[src/rtl/ps2_key_state_decoder_if.sv]
// ---------------------------------------------------------------------------
// ps2_key_state_decoder_if
//   Groups the scan-code input bus and the key-level outputs of
//   ps2_key_state_decoder.
//   master : the side that produces scan codes (PS/2 receiver or a bench).
//            It drives code_valid, code and hold, and reads the key lines.
//   slave  : the decoder itself. It reads the code bus and drives
//            key0..key3 and key_event.
//   Signals:
//     code_valid  one-cycle strobe; code holds a complete byte
//     code[7:0]   set-2 scan-code byte
//     hold        sustain request (meaningful only in PS2_HOLD_EN builds)
//     key0..key3  registered key-held levels
//     key_event   one-cycle pulse whenever any keyN changes
// ---------------------------------------------------------------------------
interface ps2_key_state_decoder_if;
  logic       code_valid;
  logic [7:0] code;
  logic       hold;
  logic       key0;
  logic       key1;
  logic       key2;
  logic       key3;
  logic       key_event;

  modport master (
    output code_valid, code, hold,
    input  key0, key1, key2, key3, key_event
  );

  modport slave (
    input  code_valid, code, hold,
    output key0, key1, key2, key3, key_event
  );
endinterface

[src/rtl/ps2_key_state_decoder.sv]
// ---------------------------------------------------------------------------
// ps2_key_state_decoder
//   Turns a stream of PS/2 set-2 scan codes into four level-sensitive key
//   lines for the arpeggiator. A small FSM tracks the F0 (break) and E0
//   (extended) prefixes; each mapped key has a registered pressed bit, and
//   key_event pulses for one cycle whenever the key vector changes.
//   Prefix states give up and return to IDLE after TIMEOUT_CYCLES cycles
//   without a new byte.
//
//   Optional feature macro: PS2_HOLD_EN
//     Defined  : a break received while hold=1 parks the key in a pending
//                (sustained) bit; outputs are pressed|pending and all
//                pending bits drop on the first cycle hold is sampled 0.
//     Undefined: hold is ignored and outputs equal the pressed state.
//
//   Ports:
//     CLK    system clock
//     RESET  synchronous, active-high reset
//     bus    ps2_key_state_decoder_if.slave (code_valid, code, hold in;
//            key0..key3, key_event out)
// ---------------------------------------------------------------------------
module ps2_key_state_decoder #(
  parameter logic [7:0] KEY0_CODE      = 8'h1C,
  parameter logic [7:0] KEY1_CODE      = 8'h1B,
  parameter logic [7:0] KEY2_CODE      = 8'h23,
  parameter logic [7:0] KEY3_CODE      = 8'h2B,
  parameter int         TIMEOUT_CYCLES = 50000
) (
  input  logic                        CLK,
  input  logic                        RESET,
  ps2_key_state_decoder_if.slave      bus
);

  localparam logic [7:0]  CODE_BREAK = 8'hF0;
  localparam logic [7:0]  CODE_EXT   = 8'hE0;
  localparam logic [7:0]  CODE_BAT   = 8'hAA;
  localparam logic [7:0]  CODE_FAIL  = 8'hFC;
  localparam logic [15:0] TIMEOUT_LAST = 16'(TIMEOUT_CYCLES - 1);
  localparam logic [31:0] KEY_CODES  = {KEY3_CODE, KEY2_CODE, KEY1_CODE, KEY0_CODE};

  typedef enum logic [1:0] {
    IDLE,
    BREAK,
    EXT,
    EXT_BREAK
  } state_t;

  state_t      state_q, state_d;
  logic [15:0] cnt_q, cnt_d;
  logic [3:0]  pressed_q, pressed_d;
  logic [3:0]  pending_q, pending_d;
  logic [3:0]  keys_q, keys_d;
  logic        key_event_q, key_event_d;
  logic [3:0]  match;

  // One comparator per key; duplicate codes simply light up several bits.
  for (genvar gi = 0; gi < 4; gi++) begin : g_match
    assign match[gi] = (bus.code == KEY_CODES[gi*8 +: 8]);
  end

`ifndef PS2_HOLD_EN
  logic unused_hold;
  assign unused_hold = bus.hold;
`endif

  always_comb begin
    state_d   = state_q;
    cnt_d     = '0;
    pressed_d = pressed_q;
    pending_d = pending_q;

    if (bus.code_valid) begin
      // A received byte always wins over a coincident timeout expiry.
      case (state_q)
        IDLE: begin
          if (bus.code == CODE_BREAK) begin
            state_d = BREAK;
          end else if (bus.code == CODE_EXT) begin
            state_d = EXT;
          end else if (bus.code == CODE_BAT || bus.code == CODE_FAIL) begin
            pressed_d = '0;
            pending_d = '0;
          end else begin
            pressed_d = pressed_q | match;
            pending_d = pending_q & ~match;
          end
        end
        BREAK: begin
          if (bus.code != CODE_BREAK && bus.code != CODE_EXT) begin
`ifdef PS2_HOLD_EN
            // Only a key that is actually down can be sustained.
            if (bus.hold) pending_d = pending_q | (match & pressed_q);
`endif
            pressed_d = pressed_q & ~match;
          end
          state_d = IDLE;
        end
        EXT: begin
          state_d = (bus.code == CODE_BREAK) ? EXT_BREAK : IDLE;
        end
        default: begin
          state_d = IDLE;
        end
      endcase
    end else if (state_q != IDLE) begin
      if (cnt_q == TIMEOUT_LAST) begin
        state_d = IDLE;
      end else begin
        cnt_d = cnt_q + 16'd1;
      end
    end

`ifdef PS2_HOLD_EN
    if (!bus.hold) pending_d = '0;
`else
    pending_d = '0;
`endif

    keys_d      = pressed_d | pending_d;
    key_event_d = (keys_d != keys_q);
  end

  always_ff @(posedge CLK) begin
    if (RESET) begin
      state_q     <= IDLE;
      cnt_q       <= '0;
      pressed_q   <= '0;
      pending_q   <= '0;
      keys_q      <= '0;
      key_event_q <= 1'b0;
    end else begin
      state_q     <= state_d;
      cnt_q       <= cnt_d;
      pressed_q   <= pressed_d;
      pending_q   <= pending_d;
      keys_q      <= keys_d;
      key_event_q <= key_event_d;
    end
  end

  assign bus.key0      = keys_q[0];
  assign bus.key1      = keys_q[1];
  assign bus.key2      = keys_q[2];
  assign bus.key3      = keys_q[3];
  assign bus.key_event = key_event_q;

endmodule

[src/flat_wrapper.sv]
// flat-port wrapper written by rule: the top's interface ports become plain ports
module ps2_key_state_decoder_flat 
#(
  parameter logic [7:0] KEY0_CODE      = 8'h1C,
  parameter logic [7:0] KEY1_CODE      = 8'h1B,
  parameter logic [7:0] KEY2_CODE      = 8'h23,
  parameter logic [7:0] KEY3_CODE      = 8'h2B,
  parameter int         TIMEOUT_CYCLES = 50000
)
  (CLK, RESET, bus_code_valid, bus_code, bus_hold, bus_key0, bus_key1, bus_key2, bus_key3, bus_key_event);
  ps2_key_state_decoder_if bus_i ();
  input  logic CLK;
  input  logic RESET;
  input wire logic [$bits(bus_i.code_valid)-1:0] bus_code_valid;
  input wire logic [$bits(bus_i.code)-1:0] bus_code;
  input wire logic [$bits(bus_i.hold)-1:0] bus_hold;
  output wire logic [$bits(bus_i.key0)-1:0] bus_key0;
  output wire logic [$bits(bus_i.key1)-1:0] bus_key1;
  output wire logic [$bits(bus_i.key2)-1:0] bus_key2;
  output wire logic [$bits(bus_i.key3)-1:0] bus_key3;
  output wire logic [$bits(bus_i.key_event)-1:0] bus_key_event;
  assign bus_i.code_valid = bus_code_valid;
  assign bus_i.code = bus_code;
  assign bus_i.hold = bus_hold;
  assign bus_key0 = bus_i.key0;
  assign bus_key1 = bus_i.key1;
  assign bus_key2 = bus_i.key2;
  assign bus_key3 = bus_i.key3;
  assign bus_key_event = bus_i.key_event;
  ps2_key_state_decoder #(.KEY0_CODE(KEY0_CODE), .KEY1_CODE(KEY1_CODE), .KEY2_CODE(KEY2_CODE), .KEY3_CODE(KEY3_CODE), .TIMEOUT_CYCLES(TIMEOUT_CYCLES)) u_core (.CLK(CLK), .RESET(RESET), .bus(bus_i));
endmodule
[config.mk]
export PLATFORM = sky130hd
export DESIGN_NAME = ps2_key_state_decoder_flat
export DESIGN_NICKNAME = d
export VERILOG_FILES = /design/src/rtl/ps2_key_state_decoder_if.sv /design/src/rtl/ps2_key_state_decoder.sv /design/src/flat_wrapper.sv
export SDC_FILE = /design/constraint.sdc
export NUM_CORES = 1
export LEC_CHECK = 0
export CAP_MARGIN = 30
export CORE_AREA = 10 10 61 63
export DETAILED_ROUTE_END_ITERATION = 10
export DIE_AREA = 0 0 71 73
export GPL_TIMING_DRIVEN = 0
export PLACE_DENSITY = 0.73
export SLEW_MARGIN = 20
export SYNTH_ARGS = -nofsm -noshare
export SYNTH_HDL_FRONTEND = slang
export SYNTH_SLANG_ARGS = --single-unit
[constraint.sdc]
create_clock -name CLK -period 4.9 [get_ports CLK]
set_input_delay 0.49 -clock CLK [delete_from_list [all_inputs] [get_ports CLK]]
set_output_delay 0.49 -clock CLK [all_outputs]
set_load 0.01 [all_outputs]
* Word level (Yosys, flattened, before mapping)
Cells that the tools add are included.
Cells by class: equality and inequality tests 15, reductions and logical operators 8, multiplexer cells 13, bitwise gates (word level) 4, add/subtract/negate cells 1
Operator list (count):
- $eq 8x8->1 const B | 4
- $mux 4 | 5
- $add 16x1->16 const B | 1
- $eq 16x16->1 const B | 1
- $eq 8x5->1 const B | 2
- $eq 8x6->1 const B | 2
- $ne 8x8->1 const B | 2
- $mux 2 | 6
- $pmux 4 s2 | 1
- $reduce_bool 2->1 | 3
- $and 4x4->4 | 1
- $ne 4x2->1 const B | 1
- $ne 4x4->1 | 1
- $not 4->4 | 1
- $or 4x4->4 | 1
- $pmux 2 s2 | 1
- $reduce_or 4->1 | 1
- $reduce_and 3->1 | 1
- $eq 2x1->1 const B | 1
- $eq 2x2->1 const B | 1
- $logic_not 2->1 | 1
- $logic_and 1x1->1 | 1
- $logic_or 1x1->1 | 1
- $not 1->1 | 1
Word-level totals: register bits 23, output and inout port bits 5, word-level logic and storage cells 45

* Depth between registers and ports, before layout
word-level depth 8, depth in mapped cells 6

* Least setup slack after synthesis
No wires, ideal clock.
path type input -> register, start point input bus_code[4], end point register u_core.key_event_q (netlist: u_core.bus.key_event), cell stages on the path 5, setup slack 2734 ps, path buffers 0, arrival time 2090 ps, required time 4823 ps, cell sequence or2_4 > or4b_4 > o31a_1 > or4_1 > a41oi_2
Between the ends: cells in the longest elaborated chain, start to end 8
Ends and longest elaborated chain:
- start: declaration | line flat_wrapper.sv:15 | input wire logic [$bits(bus_i.code)-1:0] bus_code;
- $eq 8x5->1 (tied with other cells) | line ps2_key_state_decoder.sv:58 | assign match[gi] = (bus.code == KEY_CODES[gi*8 +: 8]);
- $or 4x4->4 / $logic_or 1x1->1 (equally long branches) | line ps2_key_state_decoder.sv:84, ps2_key_state_decoder.sv:80
- $mux 4 | line ps2_key_state_decoder.sv:80 | end else if (bus.code == CODE_BAT || bus.code == CODE_FAIL) begin
- $mux 4 | line ps2_key_state_decoder.sv:78 | end else if (bus.code == CODE_EXT) begin
- $mux 4 | line ps2_key_state_decoder.sv:76 | if (bus.code == CODE_BREAK) begin
- $pmux 4 s2 (*) | line ps2_key_state_decoder.sv:74 | case (state_q)
- $mux 4 (*) | line ps2_key_state_decoder.sv:72 | if (bus.code_valid) begin
- $ne 4x4->1 (*) | line ps2_key_state_decoder.sv:120 | key_event_d = (keys_d != keys_q);
- end signal: assignment | line ps2_key_state_decoder.sv:137 | key_event_q <= key_event_d;
- end: declaration | line ps2_key_state_decoder.sv:53 | logic key_event_q, key_event_d;
Every way passes the cells marked *; elsewhere a longest branch is shown, timed or not. A chain may end at the register's enable or synchronous reset.

* Final worst setup path
Ends and elaborated chain as after synthesis.

==> results.json <==
{
  "drive_above_1_share_pct": 6.63,
  "synth.net_count": 162,
  "syn-cell-area_um2": 1260,
  "synth_edf_count": 0,
  "firstDrtPassIters": 6,
  "layout_setup_ws_ns": 2.44,
  "rsz0062_at_grt": "no",
  "area_delta_synth_final_pct": 15.5,
  "grt_pass1_wl_um": 5070,
  "drc_errors": 0,
  "diodes": 0,
  "r2r_setup_slack_ns": 2.89,
  "critPathSlowestCell": "or4b_4",
  "tns_ns": 0,
  "period_share_pct": 50.1,
  "fmax_mhz": 407,
  "swShare_pct": 23.1,
  "design_area_um2": 1460,
  "slew_viol_final": 0,
  "cts_resized": 0,
  "cts_tree": "done",
  "clk-insertion-delay-late_ns": 0.31,
  "clk_pin_slew_ns": 0.12,
  "yosysWarningCount": 0,
  "synth_seq_cells": 23,
  "skew_ns": 0.00557,
  "startpoint_type": "input pin",
  "grt_usage_pct": 11.6,
  "clock_path_buffers": 2,
  "endpoint_kind": "register",
  "worstMarginPinSlew_ns": 0.608,
  "wl_per_cell_um": 14.5,
  "critical_path_arrival_ns": 2.70,
  "critPathRequiredTime_ns": 5.14,
  "status": "completed",
  "min_path_type": "register to register",
  "vias": 1148,
  "final_cell_mix": "24 x nor2_1, 23 x dfxtp_1, 13 x clkdlybuf4s50_1, 11 x nand2_1, 8 x xor2_1",
  "slew_headroom_pct": 58.9,
  "regArea_um2": 460,
  "antenna_found_initial": 0,
  "ioPinCount": 17,
  "gp_congestion": 0.839,
  "r2r-start": "u_core.state_q[0]",
  "cts.htree.levels": 1,
  "internal_power_mw": 0.231,
  "p_clk_share_pct": 29.2,
  "num_rows": 19,
  "crit_fanout": 6,
  "p_per_area_nw_per_um2": 206,
  "drtIter0Drc": 70,
  "yosys.area.top_type": "dfxtp_1",
  "critPathMaxStageDelay_ns": 0.54,
  "cts_setup_buffers": 0,
  "peakVddDrop_mv": 0.248,
  "hold_start": "u_core.cnt_q[0]",
  "dp_hpwl_um": 2200,
  "grt_max_degree": 13,
  "cts_made_buffers": 3,
  "grt_overflow": 0,
  "final_cells": 197,
  "post-place-ws_ns": 2.11,
  "dp.cells": 193,
  "ys_seq_area_share_pct": 36.5,
  "numClockSinks": 23,
  "multi_input_area_um2": 778,
  "finalWirelength_um": 2860,
  "power_leakage_nw": 0.486,
  "yosysUniqueCellTypes": 43,
  "via_per_inst": 5.83,
  "synthTopCellsByArea": "dfxtp_1 36%, nor2_1 7.1%, xor2_1 5.6%",
  "final_nets": 180,
  "grt_pass1_vias": 1078,
  "yosys.area.top_type_share_pct": 36.5,
  "r2r_cells": 6,
  "cts_hold_buffers": 0,
  "whs_endpoint": "u_core.cnt_q[0]",
  "final_core_util_pct": 55.7,
  "async_flop_share_pct": 0,
  "core_area_um2": 2620,
  "finalSetupViolCount": 0,
  "die_area_um2": 5180,
  "hold_path_depth": 1,
  "layout_commonest_cell": "nor2_1",
  "pwr-share-comb_pct": 8.6,
  "cts-root-buf": "clkbuf_4",
  "synth_ff_type": "dfxtp_1",
  "io_buffers": 13,
  "rr_endpoint": "u_core.pressed_q[3]",
  "critPathKind": "input pin to register",
  "placed_area_um2": 1430,
  "layout_min_cycle_time_ns": 2.46,
  "die_w_um": 71,
  "nFillCells": 255,
  "postRouteAntennaNets": 0,
  "p_seq_share_pct": 62.3,
  "start_util_pct": 48.3,
  "syn-instance-count": 149,
  "hold_viol_final": 0,
  "net-switching-power_mw": 0.0694,
  "syn_area_per_cell_um2": 8.47,
  "crit_path_cell_trace": "clkdlybuf4s50_1 > or2_4 > or4b_4 > o31a_1 > or4_1 > a41oi_2",
  "die_h_um": 73,
  "cap_violations": 0
}
## worst max-delay path, delay by kind of cell
family / cells / cell delay, ns
compound gates: 2 / 0.47
buf+inv: 1 / 0.49
simple gates: 3 / 1.25
## how the worst max path moves through the flow
| stage | from | endpoint | slack (ns) |
|---|---|---|---|
| 5_1_grt | bus_code[4] | u_core.pressed_q[3] | 2.27 |
| 4_1_cts | bus_code[4] | u_core.bus.key_event | 2.43 |
| 3_5_place_dp | bus_code[4] | u_core.bus.key_event | 2.11 |
| 2_1_floorplan | bus_code[4] | u_core.bus.key_event | 2.73 |
| 3_3_place_gp | bus_code[4] | u_core.bus.key_event | 2.14 |
| 6_report | bus_code[4] | u_core.bus.key_event | 2.44 |
## metal layers
layer	up-vias	global-route usage, %	routed length (um)
li1	585	-	-
met1	546	14.2	1350
met2	13	19.3	1390
met3	4	3.81	99
met4	0	2.58	17
met5	-	0	0
## cell usage after synthesis (2+ instances only)
cell	n
nand2_1	11
o32a_1	2
nor4_1	3
nor2b_1	6
o21ai_0	2
xnor2_1	6
nand3_1	4
nand4_1	5
nor2_1	24
and4_1	4
clkbuf_1	3
nor4b_1	3
o22ai_1	2
and3_1	7
nor3_1	3
nand2b_1	3
and4b_1	2
xor2_1	8
a21oi_1	5
dfxtp_1	23
## cells by family after synthesis
group | synth area share (%)
XOR/XNOR | 9.71
adder cells (fa/ha/maj) | 0.991
AO/OA/AOI/OAI | 13.7
flip-flops | 36.5
AND/OR/NAND/NOR | 37.3
buffers and inverters | 1.88
## through the flow
stage	hold slack, ns	power (mW)
after CTS	0.472	0.302
after global routing	0.512	0.313
after global placement	0.438	0.216
after detailed placement	0.447	0.217
after floorplan	0.422	0.205
final	0.470	0.301
## power by group through the flow
stage	Combinational (mW)	Clock, mW	Sequential, mW
finish	0.0257	0.0877	0.187
global route	0.0285	0.0973	0.187
CTS	0.0255	0.0895	0.187
detailed placement	0.0255	0	0.191
global placement	0.0249	0	0.191
floorplan	0.0132	0	0.191
## flip-flops by register name (all words and copies together) (netlist names)
signal and count:
u_core.cnt_q 16, u_core.bus.key_event 1, u_core.pressed_q 4, u_core.state_q 2
## area by class of cell
class                      instances  area share (%)
tap                               31            2.66
clock buffer                       4            1.80
buffer                             5            1.37
timing repair buffer              13            8.93
multi-input combinational        120            53.4
inverter                           1           0.258
sequential                        23            31.6
No activity file was read; power rests on OpenSTA's default activity.
